## src/rtl/crc8_64_dec_pkg.sv

```systemverilog
// Shared CRC-8 definitions for the 64-bit codeword encoder/decoder pair.
package crc8_pkg;

  localparam int CRC_W  = 8;
  localparam int DATA_W = 64;
  localparam int CODE_W = 72;
  localparam int NBYTES = 9;

  localparam logic [CRC_W-1:0] DEF_POLY = 8'h07;
  localparam logic [CRC_W-1:0] DEF_INIT = 8'h00;

  typedef enum logic [1:0] {IDLE, CALC, DONE} state_t;

  // One byte through the CRC, MSB first, no reflection.
  function automatic logic [CRC_W-1:0] crc8_step(input logic [CRC_W-1:0] crc,
                                                 input logic [7:0]       data,
                                                 input logic [CRC_W-1:0] poly);
    logic [CRC_W-1:0] c;
    logic             fb;
    c = crc;
    for (int i = 7; i >= 0; i--) begin
      fb = c[CRC_W-1] ^ data[i];
      c  = {c[CRC_W-2:0], 1'b0} ^ (fb ? poly : '0);
    end
    return c;
  endfunction

endpackage

```

## src/rtl/crc8_64_dec_if.sv

```systemverilog
// Codeword-in / checked-payload-out bundle for crc8_64_dec.
interface crc8_64_dec_if #(
  parameter int CNT_W = 16
);
  logic [0:crc8_pkg::CODE_W-1] i_code;
  logic                        i_valid;
  logic                        o_ready;
  logic [0:crc8_pkg::DATA_W-1] o_data;
  logic                        o_valid;
  logic                        o_err;
  logic [crc8_pkg::CRC_W-1:0]  o_syndrome;
  logic [CNT_W-1:0]            o_err_cnt;

  modport master (
    output i_code, i_valid,
    input  o_ready, o_data, o_valid, o_err, o_syndrome, o_err_cnt
  );

  modport slave (
    input  i_code, i_valid,
    output o_ready, o_data, o_valid, o_err, o_syndrome, o_err_cnt
  );
endinterface

```

## src/rtl/crc8_64_dec_byte_step.sv

```systemverilog
// Combinational single-byte CRC-8 update used by the decoder datapath.
module crc8_byte_step
  import crc8_pkg::*;
#(
  parameter logic [CRC_W-1:0] POLY = DEF_POLY
) (
  input  logic [CRC_W-1:0] i_crc,
  input  logic [7:0]       i_byte,
  output logic [CRC_W-1:0] o_crc
);
  assign o_crc = crc8_step(i_crc, i_byte, POLY);
endmodule

```

## src/rtl/crc8_64_dec.sv

```systemverilog
// CRC-8 checker for 72-bit codewords: recomputes the CRC one byte per cycle
// and reports payload, syndrome, error flag and a saturating error count.
module crc8_64_dec
  import crc8_pkg::*;
#(
  parameter logic [CRC_W-1:0] POLY  = DEF_POLY,
  parameter logic [CRC_W-1:0] INIT  = DEF_INIT,
  parameter int               CNT_W = 16
) (
  input  logic         clk,
  input  logic         reset,
  input  logic         enable,
  crc8_64_dec_if.slave bus
);

  state_t             r_state;
  state_t             w_next;
  logic [0:CODE_W-1]  r_code;
  logic [CRC_W-1:0]   r_crc;
  logic [CRC_W-1:0]   w_crc_next;
  logic [3:0]         r_byte_cnt;
  logic [0:DATA_W-1]  r_data;
  logic [CRC_W-1:0]   r_syndrome;
  logic               r_err;
  logic [CNT_W-1:0]   r_err_cnt;
  logic [7:0]         w_bytes [NBYTES];
  logic [7:0]         w_byte;
  logic               w_last;

  for (genvar k = 0; k < NBYTES; k++) begin : g_bytes
    assign w_bytes[k] = r_code[8*k +: 8];
  end

  assign w_byte = w_bytes[r_byte_cnt];
  assign w_last = (r_byte_cnt == 4'(NBYTES - 1));

  crc8_byte_step #(.POLY(POLY)) u_step (
    .i_crc  (r_crc),
    .i_byte (w_byte),
    .o_crc  (w_crc_next)
  );

  // NOTE: sequential state uses <= so every register sees pre-edge values.
  always_ff @(posedge clk) begin
    if (reset) r_state <= IDLE;
    else       r_state <= w_next;
  end

  // NOTE: w_next gets a default first, so no path can infer a latch.
  always_comb begin
    w_next = r_state;
    case (r_state)
      IDLE:    if (bus.i_valid)       w_next = CALC;
      CALC:    if (enable && w_last)  w_next = DONE;
      DONE:                           w_next = IDLE;
      default:                        w_next = IDLE;
    endcase
  end

  always_comb begin
    bus.o_ready    = (r_state == IDLE);
    bus.o_valid    = (r_state == DONE);
    bus.o_data     = r_data;
    bus.o_err      = r_err;
    bus.o_syndrome = r_syndrome;
    bus.o_err_cnt  = r_err_cnt;
  end

  // NOTE: the capture register is reset as well so a discarded word never leaks X.
  always_ff @(posedge clk) begin
    if (reset) begin
      r_code     <= '0;
      r_crc      <= INIT;
      r_byte_cnt <= '0;
      r_data     <= '0;
      r_syndrome <= '0;
      r_err      <= 1'b0;
      r_err_cnt  <= '0;
    end else begin
      case (r_state)
        IDLE: if (bus.i_valid) begin
          r_code     <= bus.i_code;
          r_crc      <= INIT;
          r_byte_cnt <= '0;
        end
        CALC: if (enable) begin
          r_crc      <= w_crc_next;
          r_byte_cnt <= r_byte_cnt + 4'd1;
          // Results are latched on the last byte and held until the next word.
          if (w_last) begin
            r_data     <= r_code[0:DATA_W-1];
            r_syndrome <= w_crc_next;
            r_err      <= |w_crc_next;
          end
        end
        DONE: if (r_err && !(&r_err_cnt)) r_err_cnt <= r_err_cnt + CNT_W'(1);
        default: ;
      endcase
    end
  end

endmodule

```

## src/flat_wrapper.sv

```systemverilog
// flat-port wrapper written by rule: the top's interface ports become plain ports
module crc8_64_dec_flat import crc8_pkg::*;
#(
  parameter logic [CRC_W-1:0] POLY  = DEF_POLY,
  parameter logic [CRC_W-1:0] INIT  = DEF_INIT,
  parameter int               CNT_W = 16
)
  (clk, reset, enable, bus_i_code, bus_i_valid, bus_o_ready, bus_o_data, bus_o_valid, bus_o_err, bus_o_syndrome, bus_o_err_cnt);
  crc8_64_dec_if #(.CNT_W(CNT_W)) bus_i ();
  input  logic clk;
  input  logic reset;
  input  logic enable;
  input wire logic [$bits(bus_i.i_code)-1:0] bus_i_code;
  input wire logic [$bits(bus_i.i_valid)-1:0] bus_i_valid;
  output wire logic [$bits(bus_i.o_ready)-1:0] bus_o_ready;
  output wire logic [$bits(bus_i.o_data)-1:0] bus_o_data;
  output wire logic [$bits(bus_i.o_valid)-1:0] bus_o_valid;
  output wire logic [$bits(bus_i.o_err)-1:0] bus_o_err;
  output wire logic [$bits(bus_i.o_syndrome)-1:0] bus_o_syndrome;
  output wire logic [$bits(bus_i.o_err_cnt)-1:0] bus_o_err_cnt;
  assign bus_i.i_code = bus_i_code;
  assign bus_i.i_valid = bus_i_valid;
  assign bus_o_ready = bus_i.o_ready;
  assign bus_o_data = bus_i.o_data;
  assign bus_o_valid = bus_i.o_valid;
  assign bus_o_err = bus_i.o_err;
  assign bus_o_syndrome = bus_i.o_syndrome;
  assign bus_o_err_cnt = bus_i.o_err_cnt;
  crc8_64_dec #(.POLY(POLY), .INIT(INIT), .CNT_W(CNT_W)) u_core (.clk(clk), .reset(reset), .enable(enable), .bus(bus_i));
endmodule
```

## config.mk

```make
export PLATFORM = sky130hd
export DESIGN_NAME = crc8_64_dec_flat
export DESIGN_NICKNAME = d
export VERILOG_FILES = /design/src/rtl/crc8_64_dec_pkg.sv /design/src/rtl/crc8_64_dec_if.sv /design/src/rtl/crc8_64_dec_byte_step.sv /design/src/rtl/crc8_64_dec.sv /design/src/flat_wrapper.sv
export SDC_FILE = /design/constraint.sdc
export NUM_CORES = 1
export LEC_CHECK = 0
export BUFFER_PORTS_ARGS = -buffer_cell sky130_fd_sc_hd__buf_2
export CAP_MARGIN = 20
export CORE_MARGIN = 4
export CORE_UTILIZATION = 35
export CTS_CLUSTER_DIAMETER = 200
export DETAILED_ROUTE_END_ITERATION = 12
export SYNTH_ARGS = -nofsm -noshare
export SYNTH_HDL_FRONTEND = slang
export SYNTH_SLANG_ARGS = --single-unit
```

## constraint.sdc

```tcl
create_clock -name clk -period 4.75 [get_ports clk]
set_input_delay 0.475 -clock clk [delete_from_list [all_inputs] [get_ports clk]]
set_output_delay 0.475 -clock clk [all_outputs]
set_load 0.03 [all_outputs]
```

Word level (Yosys, flattened, before mapping)
Cells that the tools add are included.

word-level totals
  bits of input ports = 76
  register bits after elaboration = 175
  logic and storage cells = 66
  output and inout bits = 91

cells by class
  bitwise operators = 17
  $lt $le $gt $ge = 1
  reductions and logical operators = 12
  add/subtract/negate cells = 2
  muxes and demuxes = 20
  equal/unequal tests = 6

operator list
  kind                     number
  $xor A8 B3 Y8            8
  $bmux W8 S4              1
  $mux W8                  4
  $mux W3                  8
  $add A16 B1 Y16 const B  1
  $pmux W8 S2              1
  $reduce_and A16 Y1       1
  $mux W4                  2
  $pmux W4 S2              1
  $reduce_or A8 Y1         1
  $xor A1 B1 Y1            8
  $reduce_and A2 Y1        3
  $reduce_and A3 Y1        2
  $ge A5 B5 Y1 const B     1
  $not A4 Y5               1
  $add A4 B1 Y4 const B    1
  $eq A4 B4 Y1 const B     1
  $mux W2                  2
  $ne A2 B2 Y1 const B     2
  $pmux W2 S2              1
  $eq A2 B1 Y1 const B     1
  $eq A2 B2 Y1 const B     1
  $logic_and A1 B1 Y1      2
  $logic_not A2 Y1         1
  other kinds (3)          3

Longest topological paths before layout
Gate-level depths: netlist of the first run.

  depth in word-level cells = 30
  depth in mapped cells = 14
  depth with buffers taken out = 12

By module
Synthesis of the first run repeated with hierarchy kept, for this count alone.

unflattened totals
  cells, all modules = 863
  area, all modules = 7108.1 µm²

modules (own cells, without submodules)
  module          times used  cells each  area each (µm²)  seq. area each (µm²)
  crc8_64_dec     1           842         6924.1           3503.4
  crc8_byte_step  1           21          183.9            0.0

Least setup slack after synthesis of the first run
OpenSTA, ideal clock, no wires.

  path type = flip-flop to flip-flop
  start = reg u_core.r_byte_cnt[0]
  end = reg u_core.r_crc[1]
  cell stages (with the launch flop) = 14
  path slack = 2.054 ns
  library setup time = 0.128 ns
  clock period less this slack = 2.696 ns
  arrival = 2.569 ns
  path buffers = 1
  data required time = 4.622 ns
  path through = dfxtp_1 > buf_6 > mux4_1 > nor2_1 > o21ai_4 > xor2_4 > xnor2_2 > xnor2_1 > inv_1 > ha_1 > nand3b_1 > o21ai_0 > a22oi_1 > nor2_1

between the ends
  longest elaborated chain between the ends = 18
  elaborated cells on any way between the ends = 22
  those cells by class = mux: 9; bitwise: 13

RTL lines
  element                                                line                                          source
  start, declared                                        crc8_64_dec.sv:21                             logic [3:0] r_byte_cnt;
  start signal, assigned                                 crc8_64_dec.sv:88                             r_byte_cnt <= r_byte_cnt + 4'd1;
  $not A4 Y5 (implied by the code) *                     crc8_64_dec.sv:34                             assign w_byte = w_bytes[r_byte_cnt];
  $bmux W8 S4 *                                          crc8_64_dec.sv:34
  $mux W8 (implied by the code) * (2 in a row)           crc8_64_dec.sv:34
  $xor A1 B1 Y1                                          crc8_64_dec_pkg.sv:22                         fb = c[CRC_W-1] ^ data[i];
  $mux W3                                                crc8_64_dec_pkg.sv:23                         c = {c[CRC_W-2:0], 1'b0} ^ (fb ? poly : '0);
  $xor A8 B3 Y8 (6 in a row)                             crc8_64_dec_pkg.sv:23
  $xor A1 B1 Y1 / $xor A8 B3 Y8 (equally long branches)  crc8_64_dec_pkg.sv:22, crc8_64_dec_pkg.sv:23
  $mux W3 / $xor A1 B1 Y1 (equally long branches)        crc8_64_dec_pkg.sv:23, crc8_64_dec_pkg.sv:22
  $xor A8 B3 Y8 / $mux W3 (equally long branches)        crc8_64_dec_pkg.sv:23
  $xor A8 B3 Y8 *                                        crc8_64_dec_pkg.sv:23
  via u_core.u_step.o_crc[1]                             crc8_64_dec_byte_step.sv:9                    output logic [CRC_W-1:0] o_crc
  $mux W8 *                                              crc8_64_dec.sv:86                             CALC: if (enable) begin
  $pmux W8 S2 *                                          crc8_64_dec.sv:80                             case (r_state)
  end signal, assigned                                   crc8_64_dec.sv:87                             r_crc <= w_crc_next;
  end, declared                                          crc8_64_dec.sv:19                             logic [CRC_W-1:0] r_crc;

Mark *: on every way through the listed nets, which the timed path passes. The rest lies on a longest branch. The select of a mux whose other input is x is not followed.
A chain may end at the register's enable or synchronous reset.

Final worst setup path of the first run
Ends and elaborated chain as after synthesis.

==> results of run 1 <==
## worst paths after layout
path         depth (start not counted)  slack, ps                   from                    end
max reg2reg                         12       1370   u_core.r_byte_cnt[0]        u_core.r_crc[1]
min reg2reg                          2        450  u_core.bus.o_data[19]  u_core.bus.o_data[19]
min                                  3        280         bus_i_code[32]      u_core.r_code[39]
max                                 12       1370   u_core.r_byte_cnt[0]        u_core.r_crc[1]
## sequential cells by signal, summed over array words and instances, names as in the netlist
name,count
u_core.bus.o_err,1
u_core.r_crc,8
u_core.bus.o_data,64
u_core.bus.o_syndrome,8
u_core.r_byte_cnt,4
u_core.bus.o_err_cnt,16
u_core.r_state,2
u_core.r_code,72
## layer usage
layer / part of all wire [%] / up-vias / wire length (um)
met5: 0 / - / 0
met4: 1.7 / 0 / 356
met3: 4.9 / 23 / 1010
met2: 47 / 146 / 9680
met1: 47 / 2965 / 9660
li1: - / 3153 / -
## cells in the mapped netlist, types with 2 or more instances
library cell,instances,share of area (%)
nor4_1,3,0.26
o21ai_2,4,0.49
inv_1,8,0.42
dfxtp_1,175,49
xor2_4,3,1.1
nor2b_1,5,0.43
or3_1,5,0.43
ha_1,4,0.69
buf_6,3,0.47
xor2_2,2,0.45
a21oi_1,148,10
nand2_1,296,15
xnor2_1,15,1.8
a22oi_2,2,0.35
and2_1,2,0.17
xor2_1,6,0.73
nor3_1,8,0.55
nand3_1,5,0.35
clkbuf_1,46,2.4
nand4_1,7,0.61
mux4_2,9,2.8
a221oi_1,3,0.36
nor3_2,2,0.28
nor2_1,38,2.0
nand2b_1,3,0.26
mux2i_1,15,2.1
o21ai_0,7,0.49
xnor2_2,7,1.6
a221o_1,3,0.42
buf_1,8,0.42
a22oi_1,10,1.0
## where the power goes
| part | leakage, nW | total, mW | switching, mW | internal, mW |
|---|---|---|---|---|
| registers | 1.42 | 1.56 | 0.0481 | 1.51 |
| clock network | 0.295 | 1.44 | 0.622 | 0.816 |
| logic | 1.73 | 0.303 | 0.175 | 0.128 |
| total | 3.45 | 3.30 | 0.845 | 2.45 |
## critical path, cell delays in order (launching register included)
cell	delay [ps]
dfxtp_1	800
buf_4	360
mux4_2	540
mux2i_1	180
o21ai_2	110
xor2_4	200
xnor2_1	260
inv_1	70
ha_1	300
nand3b_1	80
o21ai_0	70
a22oi_1	180
nor2_1	60
## stage by stage
step	total power [mW]	cells
floorplan	1.80	867
global placement	1.89	1252
detailed placement	1.89	1252
CTS	3.33	1284
global route	3.43	1285
finish	3.30	1285
## cell families (layout without fill, tap and decap cells)
logic type               count (synthesis)  in the layout  synth area share, %
XOR/XNOR                                33             33                 5.72
AND/OR/NAND/NOR                        382            382                 21.8
AO/OA/AOI/OAI                          181            181                 14.0
multiplexers                            25             25                 5.25
buffers and inverters                   67            215                 4.07
adder cells (fa/ha/maj)                  4              4                0.693
flip-flops                             175            175                 48.5
## final cells by class
type                       instances  area share (%)
clock inverter                    13            1.71
tap                              270            3.82
multi-input combinational        625            38.9
sequential                       175            39.7
inverter                           8           0.340
timing repair buffer             175            10.5
clock buffer                      19            5.13
==> flow_summary.json, run 1 <==
{
  "ys_warn_count": 0,
  "clk_latency_ps": 430,
  "avgViaCountPerCell": 4.89,
  "row_count": 52,
  "crit_type": "reg -> reg",
  "ir_drop_mv": 0.214,
  "grt_overflow": 0,
  "final_layout_size_suffix_gt1_share_pct": 24.0,
  "coreArea_sq_um": 20200,
  "place_congestion": 0.790,
  "post_cts_buffers": 0,
  "endpoint_kind": "flip-flop",
  "wl_per_cell_um": 16.1,
  "synth_seq_cells": 175,
  "grt_pass1_wl_um": 32900,
  "cts_resized": 0,
  "cp.required_ps": 5030,
  "mostFrequentLayoutCell": "nand2_1",
  "grt_max_degree": 85,
  "final-hold-violation-count": 0,
  "antenna_found_initial": 0,
  "hold_class": "in -> reg",
  "synthCells": 867,
  "period_share_pct": 71.1,
  "die_w_um": 152,
  "synth_cell_types": 46,
  "io_buffers": 166,
  "syn_area_sq_um": 7220,
  "dp_slack_ps": 1330,
  "ys_async_sr_fraction_pct": 0,
  "nFillCells": 2062,
  "nets": 1082,
  "drt_pass1_iterations": 5,
  "grt_pass1_vias": 6066,
  "final_cell_mix": "295 x nand2_1, 175 x dfxtp_1, 165 x buf_2, 148 x a21oi_1, 37 x nor2_1",
  "seq_area_sq_um": 3500,
  "setup_viol": 0,
  "cts_tree": "done",
  "drt_iter0_drc": 376,
  "busiest_layer": "met2",
  "syn_to_final_growth_pct": 22.4,
  "die_h_um": 152,
  "grt_use_met2_pct": 28.8,
  "drt.antenna.violating_nets": 0,
  "postCtsHoldBufs": 0,
  "synth_ff_type": "dfxtp_1",
  "final_area_sq_um": 8830,
  "use_met3_pct": 3.87,
  "fin_util_pct": 43.7,
  "vias": 6287,
  "power_density_nw_per_um2": 373,
  "critPathMaxFanout": 15,
  "maxCapViolCount": 0,
  "use_met1_pct": 25.5,
  "status": "complete, no violations",
  "dieArea_sq_um": 23000,
  "relSlewSlack_pct": 38.9,
  "htree_levels": 4,
  "dpl-instance-area_sq_um": 8210,
  "syn_area_per_cell_sq_um": 8.33,
  "whs_ps": 276,
  "fmax_mhz": 296,
  "syn_nets": 947,
  "start_util_pct": 35.7,
  "hpwl_um": 14700,
  "worst_slack_ps": 1370,
  "tns_ps": 0,
  "root_buffer": "clkbuf_16",
  "drc_errors": 0,
  "power_leakage_nw": 3.45,
  "worst_pin_slew_ps": 917,
  "diodes": 0,
  "wl_um": 20700,
  "drv_slew": 0,
  "numClockSinks": 175,
  "path_clk_slew_ps": 70,
  "period_minus_slack_ps": 3380,
  "gr-usage-all-layers_pct": 18.3,
  "synth_edf_count": 0,
  "yosysSeqAreaShare_pct": 48.5,
  "ios": 167,
  "cp.arrival_ps": 3660,
  "skew_ps": 15.6,
  "rsz0062_at_grt": "false",
  "cts_buffers": 17,
  "worstSetupStartpointType": "flip-flop",
  "multi_input_area_sq_um": 3430,
  "clk_path_buf_depth": 2
}
(Power assumes the default switching activity.)
==> inputs of run 2 (changes only) <==
==> constraint.sdc (replaced) <==
create_clock -name clk -period 2.9 [get_ports clk]
set_input_delay 0.29 -clock clk [delete_from_list [all_inputs] [get_ports clk]]
set_output_delay 0.29 -clock clk [all_outputs]
set_load 0.03 [all_outputs]
==> run 2 against run 1 <==
  * Cell count rose by 0.78%
  * Die area did not move
  * Wire length is 0.61% lower
  * Sequential cell count is the same
  * Sequential power grew 63%
  * Worst setup slack got worse by 1200 ps
  * First-iteration DRC count rose by 5.9%
  * Highest routed layer unchanged
  * Clock power is 53% higher
  * Hold slack got worse by 190 ps
  * Largest power group unchanged
  * Via count rose by 1.0%
  * Critical endpoint unchanged
==> flow_summary.json, run 2 (synthesized netlist as in run 1, its figures left out) <==
{
  "status": "complete, no violations",
  "final_area_sq_um": 8940,
  "critPathMaxFanout": 13,
  "fmax_mhz": 367,
  "multi_input_area_sq_um": 3450,
  "clk_latency_ps": 440,
  "power_density_nw_per_um2": 592,
  "cts_tree": "done",
  "final_layout_size_suffix_gt1_share_pct": 25.2,
  "row_count": 52,
  "top_register": "u_core.r_code",
  "setup_viol": 0,
  "hold_class": "in -> reg",
  "crit_slowest_cell": "a221o_1",
  "seq_area_sq_um": 3500,
  "p_switching_mw": 1.37,
  "final-hold-violation-count": 0,
  "maxCapViolCount": 0,
  "dpl-instance-area_sq_um": 8340,
  "avgViaCountPerCell": 4.90,
  "drt.antenna.violating_nets": 0,
  "start_util_pct": 35.7,
  "die_w_um": 152,
  "dieArea_sq_um": 23000,
  "path_clk_slew_ps": 70,
  "largest_reg_flops": 72,
  "nets": 1093,
  "cts_buffers": 17,
  "period_share_pct": 93.9,
  "syn_to_final_growth_pct": 23.8,
  "drv_slew": 0,
  "hpwl_um": 14700,
  "worst_pin_slew_ps": 821,
  "crit_buf_inv": 2,
  "htree_levels": 4,
  "drt_iter0_drc": 398,
  "endpoint_kind": "flip-flop",
  "drt_pass1_iterations": 5,
  "ios": 167,
  "diodes": 0,
  "cp.arrival_ps": 3020,
  "cp.required_ps": 3200,
  "postCtsHoldBufs": 0,
  "grt_max_degree": 101,
  "finalPower_mw": 5.29,
  "crit_type": "reg -> reg",
  "wl_um": 20600,
  "ir_drop_mv": 0.376,
  "fin_util_pct": 44.2,
  "grt_pass1_vias": 5919,
  "period_minus_slack_ps": 2720,
  "place_congestion": 0.865,
  "cp_top_family": "compound AO/OA/AOI/OAI gates",
  "p_seq_share_pct": 48.0,
  "relSlewSlack_pct": 45.2,
  "clk_path_buf_depth": 2,
  "tns_ps": 0,
  "rsz0062_at_grt": "false",
  "antenna_found_initial": 0,
  "power_leakage_nw": 3.50,
  "gr-usage-all-layers_pct": 17.8,
  "grt_overflow": 0,
  "skew_ps": 15.9,
  "path_cells": "buf_4 -> and2_1 -> a221o_1 -> o21ai_4 -> xor2_4 -> xnor2_2 -> xnor2_1 -> inv_1 -> ha_1 -> nand3b_1 -> o21ai_0 -> a22oi_1 -> nor2_1",
  "switching_share_pct": 25.9,
  "die_h_um": 152,
  "slowest_delay_ps": 370,
  "instances_no_fill": 1295,
  "root_buffer": "clkbuf_16",
  "io_buffers": 166,
  "dp_cells": 1263,
  "internal_power_mw": 3.93,
  "final_cell_mix": "295 x nand2_1, 174 x dfxtp_1, 165 x buf_2, 148 x a21oi_1, 37 x nor2_1",
  "numClockSinks": 175,
  "vias": 6350,
  "worstSetupStartpointType": "flip-flop",
  "grt_pass1_wl_um": 31700,
  "power_frac_clock_pct": 41.7,
  "combPwrFrac_pct": 10.3,
  "mostFrequentLayoutCell": "nand2_1",
  "nFillCells": 2087,
  "wl_per_cell_um": 15.9,
  "drc_errors": 0,
  "coreArea_sq_um": 20200
}
==> run 2: worst paths after layout <==
| check | start | end | slack [ps] | depth (start not counted) |
|---|---|---|---|---|
| hold reg to reg | u_core.bus.o_data[4] | u_core.bus.o_data[4] | 450 | 2 |
| hold / removal | bus_i_code[26] | u_core.r_code[45] | 90 | 3 |
| setup / recovery | u_core.r_byte_cnt[1] | u_core.r_crc[1] | 180 | 13 |
| setup reg to reg | u_core.r_byte_cnt[1] | u_core.r_crc[1] | 180 | 13 |
==> run 2: repair_timing <==
action,4_1_cts,5_1_grt
endpoints found under the setup margin,0,2
setup buffers,0,1
gates resized for setup,0,5
==> run 2: routing by layer <==
layer	global-route usage [%]	vias up	share of wire, %
li1	-	3172	-
met2	28.3	153	47
met5	0	-	0
met1	24.6	3002	47
met3	2.89	23	4.2
met4	6.06	0	1.7
==> run 2: tightest hold or removal path: cells and delay by family <==
kind                   cells  cell delay (ps)
AO/OA/AOI/OAI              1               50
buffers and inverters      1              100
AND/OR/NAND/NOR            1               50
==> run 2: area by class of cell <==
type | count | area share (%)
sequential | 175 | 39.2
timing repair buffer | 186 | 11.7
clock inverter | 13 | 1.46
clock buffer | 18 | 4.91
tap | 270 | 3.78
inverter | 8 | 0.336
multi-input combinational | 625 | 38.6
==> run 2: power groups by stage <==
stage / Clock, mW / Sequential [mW] / Combinational, mW
after floorplan: 0 / 2.56 / 0.379
after global placement: 0 / 2.60 / 0.526
after detailed placement: 0 / 2.59 / 0.532
after CTS: 2.26 / 2.54 / 0.535
after global routing: 2.35 / 2.55 / 0.605
final: 2.21 / 2.54 / 0.548
==> run 2: through the flow <==
step / setup WS, ps / hold WS (ps)
floorplan: 204 / 426
global placement: 188 / 441
detailed placement: 129 / 445
CTS: 124 / 76.6
global route: 0.103 / 91.6
finish: 177 / 90.0
